**src/rtl/reg_debug_port_pkg.sv**
```systemverilog
// rtl/reg_debug_port_pkg.sv - shared constants and FSM state encoding for the register debug port
package reg_debug_port_pkg;

  localparam int DEF_ADDR_W   = 5;
  localparam int DEF_DATA_W   = 32;
  localparam int DEF_NUM_REGS = 32;

  typedef logic [1:0] state_t;

  localparam state_t ST_IDLE   = 2'd0;
  localparam state_t ST_DUMP   = 2'd1;
  localparam state_t ST_LOAD   = 2'd2;
  localparam state_t ST_FINISH = 2'd3;

endpackage

```
**src/rtl/reg_debug_range_ctr.sv**
```systemverilog
// rtl/reg_debug_range_ctr.sv - register range walker: pointer with wrap and remaining-word count
module reg_debug_range_ctr #(
  parameter int ADDR_W   = 5,
  parameter int NUM_REGS = 32
) (
  input  logic              clk,
  input  logic              rst,
  input  logic              load,
  input  logic              step,
  input  logic [ADDR_W-1:0] first,
  input  logic [ADDR_W:0]   count,
  output logic [ADDR_W-1:0] ptr,
  output logic [ADDR_W-1:0] ptr_next,
  output logic [ADDR_W:0]   remaining,
  output logic              zero,
  output logic              last
);

  localparam logic [ADDR_W-1:0] LAST_ADDR = ADDR_W'(NUM_REGS - 1);
  localparam logic [ADDR_W:0]   MAX_COUNT = (ADDR_W + 1)'(NUM_REGS);

  assign ptr_next = (ptr == LAST_ADDR) ? '0 : ptr + ADDR_W'(1);
  assign zero     = (remaining == '0);
  assign last     = (remaining == (ADDR_W + 1)'(1));

  always_ff @(posedge clk) begin
    if (rst) begin
      ptr       <= '0;
      remaining <= '0;
    end else if (load) begin
      ptr       <= first;
      remaining <= (count > MAX_COUNT) ? MAX_COUNT : count;
    end else if (step) begin
      ptr       <= ptr_next;
      remaining <= remaining - (ADDR_W + 1)'(1);
    end
  end

endmodule

```
**src/rtl/reg_debug_port.sv**
```systemverilog
// rtl/reg_debug_port.sv - debug engine that dumps/loads a register range and halts the core while busy
module reg_debug_port
  import reg_debug_port_pkg::*;
#(
  parameter int ADDR_W   = DEF_ADDR_W,
  parameter int DATA_W   = DEF_DATA_W,
  parameter int NUM_REGS = DEF_NUM_REGS
) (
  input  logic              CLK,
  input  logic              RST,
  input  logic              START_DUMP,
  input  logic              START_LOAD,
  input  logic [ADDR_W-1:0] FIRST,
  input  logic [ADDR_W:0]   COUNT,
  output logic              BUSY,
  output logic              HALT,
  output logic              DONE,
  output logic [ADDR_W-1:0] A_RD,
  input  logic [DATA_W-1:0] RD,
  output logic [ADDR_W-1:0] A3,
  output logic [DATA_W-1:0] WD3,
  output logic              WE3,
  output logic              DOUT_VALID,
  input  logic              DOUT_READY,
  output logic [DATA_W-1:0] DOUT_DATA,
  output logic [ADDR_W-1:0] DOUT_ADDR,
  input  logic              DIN_VALID,
  output logic              DIN_READY,
  input  logic [DATA_W-1:0] DIN_DATA
);

  state_t            state;
  logic              primed;
  logic [ADDR_W-1:0] ptr;
  logic [ADDR_W-1:0] ptr_next;
  logic [ADDR_W:0]   remaining;
  logic              zero;
  logic              last;

  logic idle, count_nz, start_dump, start_load;
  logic capture, din_fire, last_out;

  assign idle       = (state == ST_IDLE);
  assign count_nz   = (COUNT != '0);
  assign start_dump = idle && START_DUMP && count_nz;
  assign start_load = idle && START_LOAD && !START_DUMP && count_nz;

  // The first DUMP cycle only lets the registered A_RD settle before RD is captured.
  assign capture   = (state == ST_DUMP) && primed && !zero && (!DOUT_VALID || DOUT_READY);
  assign last_out  = (state == ST_DUMP) && DOUT_VALID && DOUT_READY && zero;
  assign DIN_READY = (state == ST_LOAD) && !zero;
  assign din_fire  = DIN_READY && DIN_VALID;
  assign HALT      = BUSY;

  reg_debug_range_ctr #(
    .ADDR_W   (ADDR_W),
    .NUM_REGS (NUM_REGS)
  ) u_range (
    .clk       (CLK),
    .rst       (RST),
    .load      (start_dump || start_load),
    .step      (capture || din_fire),
    .first     (FIRST),
    .count     (COUNT),
    .ptr       (ptr),
    .ptr_next  (ptr_next),
    .remaining (remaining),
    .zero      (zero),
    .last      (last)
  );

  always_ff @(posedge CLK) begin
    if (RST) begin
      state      <= ST_IDLE;
      primed     <= 1'b0;
      BUSY       <= 1'b0;
      DONE       <= 1'b0;
      A_RD       <= '0;
      A3         <= '0;
      WD3        <= '0;
      WE3        <= 1'b0;
      DOUT_VALID <= 1'b0;
      DOUT_DATA  <= '0;
      DOUT_ADDR  <= '0;
    end else begin
      DONE <= 1'b0;
      case (state)
        ST_IDLE: begin
          if (start_dump) begin
            state  <= ST_DUMP;
            BUSY   <= 1'b1;
            primed <= 1'b0;
            A_RD   <= FIRST;
          end else if (start_load) begin
            state <= ST_LOAD;
            BUSY  <= 1'b1;
          end
        end
        ST_DUMP: begin
          primed <= 1'b1;
          if (capture) begin
            DOUT_DATA  <= RD;
            DOUT_ADDR  <= ptr;
            DOUT_VALID <= 1'b1;
            A_RD       <= ptr_next;
          end else if (DOUT_READY && zero) begin
            DOUT_VALID <= 1'b0;
          end
          if (last_out) begin
            state <= ST_FINISH;
            DONE  <= 1'b1;
          end
        end
        ST_LOAD: begin
          if (din_fire) begin
            A3  <= ptr;
            WD3 <= DIN_DATA;
            WE3 <= 1'b1;
            if (last) begin
              state <= ST_FINISH;
              DONE  <= 1'b1;
            end
          end else begin
            WE3 <= 1'b0;
          end
        end
        ST_FINISH: begin
          WE3        <= 1'b0;
          DOUT_VALID <= 1'b0;
          BUSY       <= 1'b0;
          state      <= ST_IDLE;
        end
        default: state <= ST_IDLE;
      endcase
    end
  end

endmodule

```
**config.mk**
```make
export PLATFORM = sky130hd
export DESIGN_NAME = reg_debug_port
export DESIGN_NICKNAME = d
export VERILOG_FILES = /design/src/rtl/reg_debug_port_pkg.sv /design/src/rtl/reg_debug_range_ctr.sv /design/src/rtl/reg_debug_port.sv
export SDC_FILE = /design/constraint.sdc
export NUM_CORES = 1
export LEC_CHECK = 0
export CORE_MARGIN = 1
export CORE_UTILIZATION = 35
export DETAILED_ROUTE_END_ITERATION = 6
export PLACE_DENSITY_LB_ADDON = 0.15
export SLEW_MARGIN = 5
export SYNTH_ARGS = -nofsm -noshare
export SYNTH_HDL_FRONTEND = slang
export SYNTH_SLANG_ARGS = --single-unit
```
**constraint.sdc**
```tcl
create_clock -name CLK -period 2.7 [get_ports CLK]
set_input_delay 0.27 -clock CLK [delete_from_list [all_inputs] [get_ports CLK]]
set_output_delay 0.27 -clock CLK [all_outputs]
set_load 0.02 [all_outputs]
```
==> Flow_metrics.wiki <==
{| class="wikitable"
! Metric !! Value
|-
| Status || complete, no violations
|-
| Net switching component of the power || 1.712 mW
|-
| Number of different library cells in the post-synthesis netlist || 52
|-
| Final hold viol count || 0
|-
| IO buf count || 165
|-
| CTS tree || yes
|-
| Wire length per cell after detailed routing || 14.04 um
|-
| Maximum cell stage delay along the critical path || 0.58 ns
|-
| Number of cells upsized or downsized after cts || 0
|-
| Area of all sequential standard cells || 0.001942 mm2
|-
| CTS HTree Levels || 3
|-
| Cell Area, Synth || 0.004084 mm2
|-
| Max IR drop VDD || 443.4 uV
|-
| Root buffer selected by CTS || clkbuf_16
|-
| Worst clock skew || 0.006054 ns
|-
| Register area share after synthesis || 47.55%
|-
| Fraction of power consumed by combinational cells || 35.1%
|-
| Total number of placement rows || 39
|-
| Number of flops mapped to enable cells by yosys || 0
|-
| Number of storage elements in the synthesis netlist || 97
|-
| Worst-path maximum fanout || 6
|-
| Critical path startpoint category || register
|-
| Number of fill cells || 1102
|-
| Core region area || 0.01142 mm2
|-
| Internal power of the cells || 3.200 mW
|-
| Area of the multi-input gates || 0.001906 mm2
|-
| Number of nets produced by synthesis || 591
|-
| Chain of cells forming the critical path || or4_4, nor2_2, nor2_1, clkdlybuf4s50_1
|-
| Starting density of the core || 35.77%
|-
| DRC errors left || 0
|-
| Post-Syn Instances || 500
|-
| Signal arrival time at the worst endpoint || 2.18 ns
|-
| Number of synthesis warnings || 0
|-
| Switching Fraction || 34.85%
|-
| Commonest cells in the netlist || nand2_1 (162), dfxtp_1 (97), a21oi_1 (83), nor2_1 (19), inv_1 (15)
|-
| Fin Setup TNS || 0 ns
|-
| Slew at the pin with the worst max-slew slack || 0.8225 ns
|-
| Count of antenna-violating nets left after detailed routing || 0
|-
| Highest layer used for signal routing || met4
|-
| Setup Buffers After CTS || 0
|-
| First-pass GRT wire length || 17.31 mm
|-
| Reg power frac || 36.5%
|-
| I/O pin count || 166
|-
| DR WL met2 || 5.437 mm
|-
| First-pass DRT Iterations || 5
|-
| Clock period minus worst slack || 2.451 ns
|-
| Number of cells after detailed placement || 785
|-
| Clk buf depth || 2
|-
| Async SR Flop Fraction || 0%
|-
| Chip width || 110.0 um
|-
| Remaining max-slew budget at the tightest pin || 45.17%
|-
| Via/cell ratio || 4.954
|-
| Routed length on met3 || 785 um
|-
| Maximum number of pins on one net before global-route repair || 77
|-
| Most common cell in the synthesized netlist || nand2_1
|-
| Iter 0 DRT Violations || 202
|-
| Number of antenna violations at the first check in global routing || 0
|-
| Clock share of power || 28.4%
|-
| Maxcap violations || 0
|-
| Clock buffer count from CTS || 9
|-
| Clk_lat worst skew || 0.34 ns
|-
| Total power per unit cell area || 802.5 mW/mm2
|-
| Die extent in y || 110.0 um
|-
| Number of hold buffers added after cts || 0
|-
| Fraction of post-synthesis cell area in the top cell type by area || 47.55%
|-
| RSZ-0062 raised after global routing || false
|-
| Via count || 3968
|-
| Placer Congestion || 0.8809
|-
| Overall fraction of global-route tracks in use || 18.29%
|-
| Total wirelength of the detailed-routed design || 11.24 mm
|-
| Top cell type by total area after synthesis || dfxtp_1
|-
| Min-delay worst type || register to register
|-
| Post-DP HPWL || 7.869 mm
|-
| Die ar. || 0.01210 mm2
|-
| NumNets Final || 744
|-
| Clock slew at the register clock pins of the worst setup and hold paths || 0.06 ns
|-
| Capturing element type of the critical path || primary output
|-
| Antenna diode instance count || 0
|-
| FMAX || 0.4081 GHz
|-
| Slowest-stage cell, CP || or4_4
|-
| R2R Setup Slk || 0.41 ns
|-
| Routed metal-1 wirelength || 4.881 mm
|-
| Number of clock sinks seen by CTS || 97
|-
| Area growth from synthesis to layout || 49.85%
|-
| Ratio of cells with drive above 1 in the final layout || 6.535%
|-
| CP Class || register to primary output
|-
| Vias in the first global route || 3564
|-
| Total grt overflow || 0
|-
| Most used DFF post-synth || dfxtp_1
|-
| Synthesized area per cell || 8.168 um2
|-
| Max-slew violation total from the final report || 0
|-
| Non-Filler Instances || 801
|-
| Share of the cycle needed by the critical path after routing || 90.76%
|-
| Main area contributors after synthesis || dfxtp_1 (48%), nand2_1 (15%), a21oi_1 (10%), ha_1 (3.1%), nor2_1 (1.7%)
|-
| Count of endpoints failing setup in the final report || 0
|-
| WP data required || 2.43 ns
|-
| Leakage power summed over all cells || 2.104 nW
|}
## power groups by stage
stage	combinational [mW]	sequential (mW)	clock [mW]
after floorplan	1.02	1.91	0
after global placement	1.69	1.82	0
after detailed placement	1.71	1.83	0
after CTS	1.72	1.80	1.43
after global routing	1.88	1.82	1.49
final	1.72	1.79	1.40
## cell usage in the layout (no fill, tap or decap), types with 2 or more instances in the layout
cell type        Yosys  routed
clkdlybuf4s50_1      0     164
nand2_1            162     162
dfxtp_1             97      97
a21oi_1             83      83
nor2_1              19      18
inv_1               15      15
ha_1                10      10
clkbuf_16            0       9
buf_4                5       9
o21ai_0              7       7
nor3_1               7       7
a311oi_1             6       6
a221oi_1             5       5
a41oi_1              4       4
nand2b_1             3       3
a22o_1               3       3
o22ai_1              3       3
or3_1                3       3
and3_1               2       2
or4_4                2       2
nor2_2               1       2
o31ai_4              2       2
nand3_1              2       2
xnor2_1              2       2
a32oi_1              2       2
nand4_1              2       2
a32o_1               2       2
a31oi_1              2       2
clkinvlp_4           0       2
bufinv_16            0       2
## critical path: cells and delay by family, from the launching register on
kind / cells / cell delay (ns)
and+or+nand+nor: 3 / 0.91
buffers and inverters: 1 / 0.56
DFF: 1 / 0.37
## stage by stage
| step | instance area, um2 | util, % | hold WS, ns | setup slack [ns] | power (mW) |
|---|---|---|---|---|---|
| floorplan | 4084 | - | 0.4060 | 0.8065 | 2.929 |
| global placement | 5792 | 50.72 | 0.4406 | 0.4393 | 3.511 |
| detailed placement | 5792 | 50.72 | 0.4459 | 0.3638 | 3.543 |
| CTS | 6120 | 53.59 | 0.4550 | 0.2345 | 4.947 |
| global route | 6120 | 53.59 | 0.4693 | 0.1340 | 5.198 |
| finish | 6120 | 53.59 | 0.4544 | 0.2495 | 4.911 |
## metal layers
metal | GRT usage (%) | vias up
met4 | 7.238 | 0
met3 | 4.292 | 11
met1 | 22.03 | 1821
li1 | - | 2006
met5 | 0 | -
met2 | 31.34 | 130
## logic make-up (layout without fill, tap and decap cells)
group | Yosys count | count (layout) | share of synthesized area [%]
AND/OR/NAND/NOR | 212 | 212 | 21.91
buffers and inverters | 46 | 204 | 5.852
AO/OA/AOI/OAI | 132 | 132 | 20.99
adder cells (fa/ha/maj) | 10 | 10 | 3.064
flip-flops | 97 | 97 | 47.55
XOR/XNOR | 3 | 3 | 0.6435
## state kept, by name, indices dropped and copies added (netlist names)
signal / count
DOUT_DATA: 32
WD3: 32
u_range.remaining: 6
A3: 5
A_RD: 5
DOUT_ADDR: 5
u_range.ptr: 5
state: 2
BUSY: 1
DONE: 1
DOUT_VALID: 1
WE3: 1
primed: 1
## final cells by class
cell class / count / area share (%)
Clock buffer: 10 / 3.905
Clock inverter: 6 / 1.452
Inverter: 15 / 0.9201
Multi-Input combinational cell: 357 / 31.14
Sequential cell: 97 / 31.73
Tap cell: 143 / 2.924
Timing Repair Buffer: 173 / 27.93
## worst paths after layout
| path | endpoint | startpoint | cells past startpoint |
|---|---|---|---|
| max | DIN_READY | u_range.remaining[2]$_SDFFE_PP0P_ | 4 |
| min | WD3[2]$_SDFFE_PP0P_ | WD3[2]$_SDFFE_PP0P_ | 2 |
| max reg2reg | WD3[28]$_SDFFE_PP0P_ | u_range.remaining[0]$_SDFFE_PP0P_ | 6 |
| min reg2reg | WD3[2]$_SDFFE_PP0P_ | WD3[2]$_SDFFE_PP0P_ | 2 |
Note: power is estimated with default switching activity, not from simulation.
